File: src/rtl/seg_scan_decoder.sv
// Recovers per-digit hex values from a multiplexed seven-segment bus and presents them as whole frames.
// Latency: cap_strobe comes STABLE cycles after a pattern first appears; frame_valid comes 1 cycle after the last capture.
// Backpressure: none. The bus is only observed, and each frame is published as a 1-cycle pulse.
module seg_scan_decoder #(
  parameter int DIGITS = 4,
  parameter int STABLE = 4
) (
  input  logic                  clk,
  input  logic                  rst,
  input  logic [DIGITS-1:0]     an_in,
  input  logic [7:0]            seg_in,
  output logic                  cap_strobe,
  output logic                  frame_valid,
  output logic [4*DIGITS-1:0]   digits,
  output logic [DIGITS-1:0]     dp,
  output logic [DIGITS-1:0]     err
);

  localparam int CW = $clog2(STABLE + 1);
  localparam logic [CW-1:0] STABLE_C = CW'(STABLE);

  logic [DIGITS+7:0]   cur, prev;
  logic [CW-1:0]       cnt, cnt_nxt;
  logic                armed, armed_nxt;
  logic                same, capture, full;
  logic [4:0]          dec;
  logic [4*DIGITS-1:0] sh_dig;
  logic [DIGITS-1:0]   sh_dp, sh_err, seen;

  // Result is {illegal, value}; unknown patterns decode to 0 with the illegal flag set.
  function automatic logic [4:0] decode(input logic [6:0] s);
    case (s)
      7'h3F: decode = 5'h00;
      7'h06: decode = 5'h01;
      7'h5B: decode = 5'h02;
      7'h4F: decode = 5'h03;
      7'h66: decode = 5'h04;
      7'h6D: decode = 5'h05;
      7'h7D: decode = 5'h06;
      7'h07: decode = 5'h07;
      7'h7F: decode = 5'h08;
      7'h6F: decode = 5'h09;
      7'h77: decode = 5'h0A;
      7'h7C: decode = 5'h0B;
      7'h39: decode = 5'h0C;
      7'h5E: decode = 5'h0D;
      7'h79: decode = 5'h0E;
      7'h71: decode = 5'h0F;
      default: decode = 5'h10;
    endcase
  endfunction

  always_comb begin
    cur       = {an_in, seg_in};
    same      = (cur == prev);
    cnt_nxt   = CW'(1);
    armed_nxt = 1'b1;
    if (same) begin
      cnt_nxt   = (cnt == STABLE_C) ? cnt : cnt + CW'(1);
      armed_nxt = armed;
    end
    // Capture is evaluated on the edge that completes the dwell, so the strobe lands in the next cycle.
    capture = armed_nxt && (cnt_nxt == STABLE_C) && $onehot(an_in);
    full    = &seen;
    dec     = decode(seg_in[6:0]);
  end

  always_ff @(posedge clk) begin
    if (rst) begin
      prev        <= '0;
      cnt         <= '0;
      armed       <= 1'b1;
      cap_strobe  <= 1'b0;
      frame_valid <= 1'b0;
      digits      <= '0;
      dp          <= '0;
      err         <= '0;
      sh_dig      <= '0;
      sh_dp       <= '0;
      sh_err      <= '0;
      seen        <= '0;
    end else begin
      prev        <= cur;
      cnt         <= cnt_nxt;
      armed       <= armed_nxt & ~capture;
      cap_strobe  <= capture;
      frame_valid <= full;
      if (full) begin
        digits <= sh_dig;
        dp     <= sh_dp;
        err    <= sh_err;
      end
      // A capture in the publish cycle starts the next frame rather than being lost.
      seen <= (full ? '0 : seen) | (capture ? an_in : '0);
      for (int i = 0; i < DIGITS; i++) begin
        if (capture && an_in[i]) begin
          sh_dig[4*i +: 4] <= dec[3:0];
          sh_dp[i]         <= seg_in[7];
          sh_err[i]        <= dec[4];
        end
      end
    end
  end

endmodule

File: config.mk
export PLATFORM = sky130hd
export DESIGN_NAME = seg_scan_decoder
export DESIGN_NICKNAME = d
export VERILOG_FILES = /design/src/rtl/seg_scan_decoder.sv
export SDC_FILE = /design/constraint.sdc
export NUM_CORES = 1
export LEC_CHECK = 0
export CAP_MARGIN = 20
export CORE_UTILIZATION = 34
export CTS_CLUSTER_SIZE = 25
export DETAILED_ROUTE_END_ITERATION = 12
export PLACE_DENSITY = 0.54
export SYNTH_ARGS = -nofsm -noshare
export SYNTH_HDL_FRONTEND = slang
export SYNTH_SLANG_ARGS = --single-unit
File: constraint.sdc
create_clock -name clk -period 7.22 [get_ports clk]
set_input_delay 1.805 -clock clk [delete_from_list [all_inputs] [get_ports clk]]
set_output_delay 1.805 -clock clk [all_outputs]
set_load 0.01 [all_outputs]
After elaboration in Yosys (flattened, before gate mapping)
Cells that the tools add are included.

cells by class
  bitwise operators = 3
  equality and inequality tests = 20
  $add $sub $neg = 4
  reduce and logical (&&, ||, !) cells = 7
  multiplexer cells = 6

operator list
  cell                   number
  $eq A7 B7 Y1 const B   12
  $pmux W5 S16           1
  $eq A7 B3 Y1 const B   2
  $eq A7 B6 Y1 const B   2
  $eq A12 B12 Y1         1
  $mux W4                2
  $eq A3 B3 Y1 const B   2
  $logic_and A1 B1 Y1    6
  $mux W3                2
  $add A1 B1 Y2          2
  $or A4 B4 Y4           1
  $reduce_and A4 Y1      1
  $add A2 B2 Y3          1
  $add A3 B1 Y3 const B  1
  $eq A3 B1 Y1 const B   1
  $and A1 B1 Y1          1
  $mux W1                1
  $not A1 Y1             1

storage, ports and cells
  bits of input ports = 14
  output and inout port bits = 26
  register bits = 70
  logic and storage cells = 61

Longest topological paths before layout
  word-level depth = 8
  mapped depth = 9
  gate-level depth less buffers = 8

Worst setup path after synthesis
OpenSTA, ideal clock, no wires.

  path kind = input -> register
  start point = input port an_in[0]
  end point = register sh_err[0]
  cell stages on the path = 9
  required time = 7148 ps
  library setup time = 72 ps
  path buffers = 1
  arrival time = 3745 ps
  slack = 3403 ps
  cell sequence = inv_1 fa_1 inv_1 ha_1 ha_1 a2111oi_4 and3_2 buf_2 mux2i_1

between the ends
  cells in the longest elaborated chain, start to end = 6
  elaborated cells on any way between the ends = 10
  classes of those cells = add/sub: 2; eq/ne: 3; mux: 2; reduce/logical: 3

RTL lines
  item                              RTL line  text
  from (decl)                       10        input logic [DIGITS-1:0] an_in,
  $eq A12 B12 Y1                    55        same = (cur == prev);
  $mux W3                           58        if (same) begin
  $eq A3 B3 Y1                      63        capture = armed_nxt && (cnt_nxt == STABLE_C) && $onehot(an_in);
  $logic_and A1 B1 Y1 (2 in a row)  63
  $logic_and A1 B1 Y1 (*)           96        if (capture && an_in[i]) begin
  to (signal, indexed assignment)   99        sh_err[i] <= dec[4];
  to (decl)                         28        logic [DIGITS-1:0] sh_dp, sh_err, seen;

Mark *: on every way between the ends. The rest lies on a longest branch, timed or not.
A chain may end at the register's enable or synchronous reset.

Worst setup path in the final report
  start point = input port an_in[0]
  end point = register sh_dig[14]

between the ends
  cells in the longest elaborated chain, start to end = 6
  elaborated cells on any way between the ends = 10
  classes of those cells = add/sub: 2; eq/ne: 3; mux: 2; reduce/logical: 3

RTL lines
  item                             RTL line  text
  $eq A12 B12 Y1                   55
  $mux W3                          58
  $eq A3 B3 Y1                     63
  $logic_and A1 B1 Y1              63
  $logic_and A1 B1 Y1 (*)          63
  $logic_and A1 B1 Y1 (*)          96
  to (signal, indexed assignment)  97        sh_dig[4*i +: 4] <= dec[3:0];
  to (decl)                        27        logic [4*DIGITS-1:0] sh_dig;

Marks and branches as above.

==> results.yml <==
outcome:
  status: "complete, no violations"
logic_synthesis:
  synthDistinctLibCells: 47
  synth_edf_count: 0
  syn_area_um2: 3030
  synth.net_count: 359
  synth-main-ff-cell: "dfxtp_1"
  syn_inst: 340
  ys_seq_area_share_pct: 46.24
  yosysWarnings: 0
  async_reset_ff_share_pct: 0
  ys_seq_elements: 70
  synth_area_per_cell_um2: 8.913
drt:
  drt-pass1-iter-count: 4
  drcViolationCount: 0
  vias: 2362
  totalWireLength_um: 6317
  detail-route-antenna-nets: 0
  drtIter0Drc: 103
  vias_per_cell: 4.900
  wl_per_cell_um: 13.11
clock_tree:
  clock_path_buffers: 2
  cts_buffers: 9
  htree_levels: 3
  cts_resized: 0
  cts_tree: "yes"
  root_buffer: "clkbuf_8"
  clk_pin_slew_ns: 0.08
  cts.sinks: 70
  clkLatencyLatePin_ns: 0.34
  postCtsSetupRepairBufs: 0
  cts-hold-fix-buffers: 0
timing:
  tightest_slew_ns: 0.9058
  setup_violations: 0
  fin_crit_ns: 4.657
  hold_viol_final: 0
  holdWs_ns: 0.4555
  finalCritPeriodShare_pct: 64.51
  fmax_ghz: 0.2147
  relSlewSlack_pct: 39.61
  finClkSkew_ns: 0.008033
  rsz0062_at_grt: "no"
  worst_slack_ns: 2.563
  finalMaxSlewViolations: 0
  setup-tns-final_ns: 0
critical_path:
  cp_data_required_time_ns: 7.43
  cp-start-kind: "primary input"
  cp_max_fo: 17
  critPathKind: "primary input to register"
  cp-end-kind: "register"
  cp_data_arrival_time_ns: 4.87
final_layout:
  multi_input_area_um2: 1498
  num_antenna_cells: 0
  n_fill_cell: 892
  nets: 388
  final_cell_area_um2: 3752
  ff_latch_area_um2: 1401
  syn_to_final_growth_pct: 23.82
  final_layout_size_suffix_gt1_share_pct: 8.824
floorplan:
  rows: 34
  dieArea_um2: 9295
  die_h_um: 96.41
  num_io_pins: 40
  start_util_pct: 34.92
  die_w_um: 96.41
  coreArea_um2: 8678
global_routing:
  antenna_found_initial: 0
  use_met3_pct: 2.817
  grt_max_degree: 71
  grt_pass1_wl_um: 10140
  overflow: 0
  grtUsageMet1_pct: 19.32
  grt_use_met2_pct: 22.28
  track_usage_pct: 14.39
  grt_busiest_layer: "met2"
  grt_pass1_vias: 2094
placed_design:
  place_area_um2: 3472
  gp_congestion: 0.7445
  pre_cts_slack_ns: 2.213
  dpl.hpwl_um: 4308
  numPortBuffers: 39
flow_run:
  cap_viol_max_count: 0
pwr:
  leakage_nw: 1.339
  ir_drop_uv: 90.59
  p_per_area_nw_per_um2: 229.5
  power_uw: 861.1
worst_hold_path:
  hold_class: "register to register"
==> where the power goes <==
group	switching [mW]	total (mW)	internal [mW]
Clock	0.152	0.418	0.266
Sequential	0.00197	0.392	0.390
Combinational	0.0290	0.0516	0.0226
Total	0.183	0.861	0.678
==> through the flow <==
step	utilization [%]	instances
after floorplan	-	340
after global placement	39.88	464
after detailed placement	40.01	465
after CTS	43.11	481
after global routing	43.24	482
final	43.24	482
==> cell usage in the layout, fill, tap and decap left out, types with 7 or more instances in the layout <==
master           Yosys  routed
dfxtp_1             70      70
nand2_1             60      60
clkdlybuf4s50_1      0      38
a21oi_1             32      32
nand2b_1            20      20
mux2i_1             16      16
xnor2_1             14      14
nor2_1              11      11
a31oi_1              9       9
clkbuf_8             0       9
inv_1                8       8
nor2b_1              8       8
a211oi_1             8       8
nand4_1              7       7
==> layout make-up <==
class / instances / share of cell area, %
multi-input cells: 237 / 39.91
flip-flops and latches: 70 / 37.35
repair buffers: 42 / 11.07
clock inverters: 7 / 3.868
well taps: 108 / 3.601
clock buffers: 9 / 3.301
inverters: 9 / 0.9003
==> registers in the layout, indices dropped and copies added, names as in the netlist <==
signal	cells
sh_dp	4
prev	12
err	4
frame_valid	1
seen	4
digits	16
cap_strobe	1
dp	4
cnt	3
sh_dig	16
armed	1
sh_err	4
==> cells in the mapped netlist, types with 2 or more instances <==
cell,n,share of area (%)
nor4b_1,2,0.58
o2111ai_1,3,0.87
nand2b_1,20,4.1
buf_2,4,0.66
nand3_1,4,0.66
o21ai_0,4,0.66
inv_1,8,0.99
xnor2_1,14,4.0
a31oi_1,9,1.9
and3_1,2,0.41
and3_2,4,0.99
a21oi_1,32,5.3
clkbuf_1,18,2.2
nand3b_1,2,0.50
nor2_1,11,1.4
nor2b_1,8,1.7
nor3_1,4,0.66
nor3b_1,2,0.50
dfxtp_1,70,46
nand4_1,7,1.4
and3b_1,2,0.58
nand2_1,60,7.4
mux2i_1,16,5.3
ha_1,4,1.7
a211oi_1,8,2.0
==> cells by family (layout without fill, tap and decap cells) <==
logic type | Yosys count | after routing | share of synthesized area (%)
buffers and inverters | 33 | 67 | 4.500
multiplexers | 16 | 16 | 5.285
XOR/XNOR | 14 | 14 | 4.046
AND/OR/NAND/NOR | 137 | 137 | 24.03
AO/OA/AOI/OAI | 65 | 65 | 13.58
flip-flops | 70 | 70 | 46.24
adder cells (fa/ha/maj) | 5 | 5 | 2.312
==> worst max-delay path: stages <==
cell and delay [ns]:
clkdlybuf4s50_1 0.59, inv_1 0.11, fa_1 0.53, inv_1 0.04
ha_1 0.18, ha_1 0.31, a2111oi_4 0.72, nand3_1 0.37
mux2i_1 0.19
==> worst paths after layout <==
kind | startpoint | to | slack (ns) | cells past startpoint
max | an_in[0] | sh_dig[14]$_SDFFE_PP0P_ | 2.56 | 9
min | digits[12]$_SDFFE_PP0P_ | digits[12]$_SDFFE_PP0P_ | 0.46 | 2
max reg2reg | cnt[0]$_SDFF_PP0_ | sh_dig[14]$_SDFFE_PP0P_ | 4.36 | 7
min reg2reg | digits[12]$_SDFFE_PP0P_ | digits[12]$_SDFFE_PP0P_ | 0.46 | 2
==> metal layers <==
metal  vias to the layer above  routed length, µm
li1                       1231                  -
met2                        46               2849
met4                         0                 76
met3                         6                206
met5                         -                  0
met1                      1079               3185
Note: power is estimated with default switching activity, not from simulation.
